### config.mk
export PLATFORM = sky130hd
export DESIGN_NAME = systolic_ctrl
export DESIGN_NICKNAME = d
export VERILOG_FILES = /design/src/rtl/systolic_ctrl.sv
export SDC_FILE = /design/constraint.sdc
export NUM_CORES = 1
export LEC_CHECK = 0
export ABC_AREA = 1
export BUFFER_PORTS_ARGS = -buffer_cell sky130_fd_sc_hd__clkbuf_2
export CAP_MARGIN = 20
export CORE_MARGIN = 10
export CORE_UTILIZATION = 30
export CTS_CLUSTER_DIAMETER = 30
export DETAILED_ROUTE_END_ITERATION = 16
export PLACE_DENSITY = 0.54
export SYNTH_ARGS = -nofsm -noshare
export SYNTH_HDL_FRONTEND = slang
export SYNTH_SLANG_ARGS = --single-unit
### constraint.sdc
create_clock -name clk -period 1.9 [get_ports clk]
set_input_delay 0.095 -clock clk [delete_from_list [all_inputs] [get_ports clk]]
set_output_delay 0.095 -clock clk [all_outputs]
set_load 0.02 [all_outputs]
### src/rtl/systolic_ctrl.sv
// Systolic array pass controller: issues skewed operand-load pulses, then
// N result-row write strobes, then a one-cycle done pulse.
// Optional feature: define SYSTOLIC_CTRL_STALL_EN to add a 'stall' input
// that freezes a pass in progress.
module systolic_ctrl #(
  parameter int unsigned N        = 2,
  parameter int unsigned M        = 2,
  parameter int unsigned K_W      = 8,
  parameter int unsigned LOAD_GAP = 1
) (
  input  logic                                 clk,
  input  logic                                 rst,
`ifdef SYSTOLIC_CTRL_STALL_EN
  input  logic                                 stall,
`endif
  input  logic                                 start,
  input  logic [K_W-1:0]                       k_len,
  output logic                                 busy,
  output logic                                 done,
  output logic                                 load,
  output logic [N-1:0]                         A_start_en,
  output logic [M-1:0]                         B_start_en,
  output logic                                 C_write_en,
  output logic [((N > 1) ? $clog2(N) : 1)-1:0] c_row
);

  // Headroom of 8 bits covers N+M-1 <= 127 added to a full-scale k_len.
  localparam int unsigned CntW = K_W + 8;
  localparam int unsigned RowW = (N > 1) ? $clog2(N) : 1;
  localparam logic [3:0]      GapLast = 4'((LOAD_GAP > 0) ? LOAD_GAP - 1 : 0);
  localparam logic [RowW-1:0] RowLast = RowW'(N - 1);
  localparam logic [CntW-1:0] Skew    = CntW'(N + M - 1);

  typedef enum logic [2:0] {StIdle, StLoad, StGap, StWrite, StDone} state_e;

`ifndef SYSTOLIC_CTRL_STALL_EN
  logic stall;
  assign stall = 1'b0;
`endif

  state_e          state_q, state_d;
  logic [K_W-1:0]  kq_q, kq_d;
  logic [CntW-1:0] cnt_q, cnt_d;
  logic [3:0]      gap_q, gap_d;
  logic [RowW-1:0] row_q, row_d;
  logic [N-1:0]    a_en_q, a_en_d;
  logic [M-1:0]    b_en_q, b_en_d;

  logic [CntW-1:0] num_pulses;
  logic            feed_bit;
  logic            hold;

  assign num_pulses = CntW'(kq_q) + Skew;
  // Real operand beats first, then zeros to flush the skew out of the array.
  assign feed_bit   = (cnt_q < CntW'(kq_q));
  // Stall only freezes an active pass; IDLE keeps accepting start.
  assign hold       = stall && (state_q != StIdle);

  // Next-state, counter and shift-register update.
  always_comb begin
    state_d = state_q;
    kq_d    = kq_q;
    cnt_d   = cnt_q;
    gap_d   = gap_q;
    row_d   = row_q;
    a_en_d  = a_en_q;
    b_en_d  = b_en_q;
    if (!hold) begin
      case (state_q)
        StIdle: begin
          if (start) begin
            kq_d    = k_len;
            cnt_d   = '0;
            gap_d   = '0;
            row_d   = '0;
            a_en_d  = '0;
            b_en_d  = '0;
            state_d = (k_len == '0) ? StDone : StLoad;
          end
        end
        StLoad: begin
          a_en_d = {a_en_q[N-2:0], feed_bit};
          b_en_d = {b_en_q[M-2:0], feed_bit};
          cnt_d  = cnt_q + CntW'(1);
          if (cnt_q + CntW'(1) == num_pulses) begin
            state_d = StWrite;
            row_d   = '0;
          end else if (LOAD_GAP == 0) begin
            state_d = StLoad;
          end else begin
            state_d = StGap;
            gap_d   = '0;
          end
        end
        StGap: begin
          if (gap_q == GapLast) begin
            state_d = StLoad;
          end else begin
            gap_d = gap_q + 4'd1;
          end
        end
        StWrite: begin
          if (row_q == RowLast) begin
            state_d = StDone;
          end else begin
            row_d = row_q + RowW'(1);
          end
        end
        StDone: begin
          state_d = StIdle;
          row_d   = '0;
        end
        default: state_d = StIdle;
      endcase
    end
  end

  // State registers with synchronous reset.
  always_ff @(posedge clk) begin
    if (rst) begin
      state_q <= StIdle;
      kq_q    <= '0;
      cnt_q   <= '0;
      gap_q   <= '0;
      row_q   <= '0;
      a_en_q  <= '0;
      b_en_q  <= '0;
    end else begin
      state_q <= state_d;
      kq_q    <= kq_d;
      cnt_q   <= cnt_d;
      gap_q   <= gap_d;
      row_q   <= row_d;
      a_en_q  <= a_en_d;
      b_en_q  <= b_en_d;
    end
  end

  // Strobes decode from the state register and are masked while stalled.
  always_comb begin
    busy       = (state_q != StIdle);
    load       = (state_q == StLoad) && !stall;
    C_write_en = (state_q == StWrite) && !stall;
    done       = (state_q == StDone) && !stall;
    A_start_en = a_en_q;
    B_start_en = b_en_q;
    c_row      = row_q;
  end

endmodule

==> metrics.log <==
[metrics] area enclosed by the die boundary: 11900 sq um
[metrics] nature of the critical path endpoint: flop
[metrics] main flop type after synthesis: dfxtp_1
[metrics] count of non-filler cells in the finished layout: 539
[metrics] final hold violation count: 0
[metrics] portion of the post-synthesis area used by sequential elements: 0.286
[metrics] Post-layout nets: 459
[metrics] num ports: 20
[metrics] Num Clock Sinks: 34
[metrics] proportion of power drawn by combinational gates: 0.482
[metrics] total count of max-transition violations in the final report: 0
[metrics] CTS tree: done
[metrics] total negative slack for setup checks: 0 ns
[metrics] post-route standard cell area excluding fillers: 3070 sq um
[metrics] total of flip-flops plus latches after synthesis: 34
[metrics] Skew-Pair Late Insertion Delay: 0.29 ns
[metrics] horizontal die dimension: 109 microns
[metrics] most numerous cell in the Yosys netlist: nand2_1
[metrics] quantity of I/O buffers inserted on ports: 19
[metrics] post-route total power: 3050 uW
[metrics] time the worst path needs with I/O delays and setup: 1.90 ns
[metrics] data required time of the worst path: 2.13 ns
[metrics] fraction of final layout cells with drive strength greater than 1: 0.263
[metrics] net switching power figure: 1310 uW
[metrics] clock slew at the register clock pins of the worst setup and hold paths: 0.07 ns
[metrics] Core Box Area: 7730 sq um
[metrics] cts bufs inserted: 5
[metrics] Synthesized Nets: 413
[metrics] H-tree Lvls: 2
[metrics] final wirelength: 6340 microns
[metrics] Async SR Flop Fraction: 0
[metrics] number of nets with antenna violations after detailed routing: 0
[metrics] cell types occupying the most area after synthesis: dfxtp_1 (29%), nand2_1 (20%), inv_1 (8.0%)
[metrics] number of flops mapped to enable cells by yosys: 0
[metrics] DRC violation count after routing: 0
[metrics] cell area after synthesis: 2380 sq um
[metrics] placed instance area: 2750 sq um
[metrics] yosys warns: 0
[metrics] cell-internal power: 1740 uW
[metrics] hold crit path type: in -> reg
[metrics] result of the run: complete, no violations
[metrics] Initial Utilization: 0.308
[metrics] drt pass-1 iters: 4
[metrics] iteration-0 DRC count of the detailed router: 103
[metrics] count of final setup violators: 0
[metrics] worst-margin pin slew: 0.548 ns
[metrics] total of hold buffers inserted after clock tree synthesis: 0
[metrics] Chip Height: 109 microns
[metrics] root cell of the clock tree: clkbuf_8
[metrics] average routed wire per standard cell: 11.8 microns
[metrics] overall routing resource usage: 0.113
[metrics] total inserted antenna cells: 0
[metrics] maximum clock frequency: 528 MHz
[metrics] count of distinct cell types in the synthesized netlist: 30
[metrics] Max IR drop VDD: 0.795 mV
[metrics] global-route congestion overflow total: 0
[metrics] HPWL after detailed placement: 4780 microns
[metrics] fraction of the cycle the final worst path needs: 0.997
[metrics] cell row count: 32
[metrics] mean area per synthesized cell: 6.11 sq um
[metrics] static leakage: 0.00135 uW
[metrics] placer congestion estimate: 0.814
[metrics] power density normalized to cell area: 991 nW/um^2
[metrics] dominant cell type by area after synthesis: dfxtp_1
[metrics] wire length of the first global-routing pass: 11000 microns
[metrics] share of total power consumed by net switching: 0.429
[metrics] Max-Slew Margin vs Limit: 0.632
[metrics] unrepaired setup endpoints after global routing: yes
[metrics] via total after detailed routing: 2487
[metrics] synthesis-to-finish area growth: 29.0%
[metrics] Placed Cells: 527
[metrics] arrival time reported for the critical path endpoint: 2.12 ns
[metrics] detailed-route vias per instance: 4.61
[metrics] critical path class: reg -> reg
[metrics] share of total power in sequential cells: 0.306
[metrics] commonest cells in the synthesized netlist: nand2_1 (126), inv_1 (51), nor2_1 (42)
[metrics] largest net degree at the start of global routing: 24
[metrics] buffer depth of the longest clock path: 2
[metrics] Maximum Capacitance Violations: 0
[metrics] peak fanout along the critical path: 6
[metrics] clock group share of total power: 0.212
[metrics] Synth top area share: 0.286
[metrics] number of cells produced by synthesis: 390
[metrics] type of element launching the critical path: flop
[metrics] skew final: 0.00384 ns
[metrics] initial antenna violation count: 0
[metrics] number of global-route vias before repair: 2435
## cell usage in the layout (no fill, tap or decap), types with 10 or more instances in the layout
cell type,synthesis,routed
nor2_1,42,35
a21oi_1,34,32
nand2_2,4,11
nand2_1,126,116
nand3_1,25,22
inv_1,51,45
clkbuf_2,0,19
dfxtp_1,34,24
buf_4,2,27
nand4_1,10,10
o21ai_0,15,14
## timing repair
item / in CTS / in global routing
resized for setup: 27 / 33
setup endpoints to repair: 6 / 6
hold endpoints to repair: 0 / 0
buffers inserted: 3 / 1
pin swaps: 12 / 15
## cell type report
cell class                      count  area, sq um
Timing Repair Buffer               48          320
Sequential cell                    34          701
Inverter                           52          200
Clock buffer                        8          110
Multi-Input combinational cell    295         1620
Tap cell                          102          128
Fill cell                         829         4650
## power by group through the flow
stage / clock network [uW] / logic [uW] / registers [uW]
global route: 697 / 1670 / 950
finish: 645 / 1470 / 933
global placement: 0 / 1270 / 918
detailed placement: 0 / 1280 / 917
CTS: 661 / 1370 / 927
floorplan: 0 / 856 / 927
## final timing paths
check           startpoint             to  slack, ns  cells past startpoint
min               k_len[6]        kq_q[6]       0.11                      3
max               cnt_q[0]       gap_q[1]      0.005                     15
max reg2reg       cnt_q[0]       gap_q[1]      0.005                     15
min reg2reg  A_start_en[1]  A_start_en[1]       0.48                      2
## metal layers
layer / global-route usage / up-vias / part of all wire
met5: 0 / - / 0
met4: 0.0395 / 0 / 0.015
met3: 0.0254 / 11 / 0.027
met2: 0.188 / 33 / 0.47
met1: 0.140 / 1110 / 0.48
li1: - / 1333 / -
## through the flow
step | worst slack (ns) | hold WS [ns] | util
6_report | 0.00483 | 0.107 | 0.398
3_5_place_dp | -0.119 | 0.402 | 0.356
4_1_cts | -0.0515 | 0.0998 | 0.385
3_3_place_gp | -0.0486 | 0.399 | 0.356
5_1_grt | -0.147 | 0.135 | 0.398
2_1_floorplan | 0.132 | 0.164 | -
## logic make-up (layout without fill, tap and decap cells)
logic type | Yosys count | count (layout) | synth area share
compound gates | 55 | 55 | 0.122
flops | 34 | 34 | 0.286
simple gates | 225 | 225 | 0.416
fa+ha+maj | 12 | 12 | 0.0630
xor+xnor | 3 | 3 | 0.0142
buf+inv | 61 | 108 | 0.0993
## flip-flops by register name, indices dropped and copies added, names as in the netlist
register and flops:
state_q 3, c_row 1, kq_q 8, cnt_q 16, A_start_en 2, gap_q 4
## critical path, stage by stage (launching register included)
cell and delay, ns:
dfxtp_4 0.37, buf_4 0.14, nand3_2 0.09, buf_4 0.12
nand2_1 0.05, nand2_2 0.09, nand3_1 0.06, nand2_1 0.09
nand2_1 0.06, nor2_2 0.13, nand2_2 0.07, nor2_4 0.14
nand3_4 0.12, nand2_4 0.09, nand2_1 0.07, a21oi_2 0.13
(Power assumes the default switching activity.)
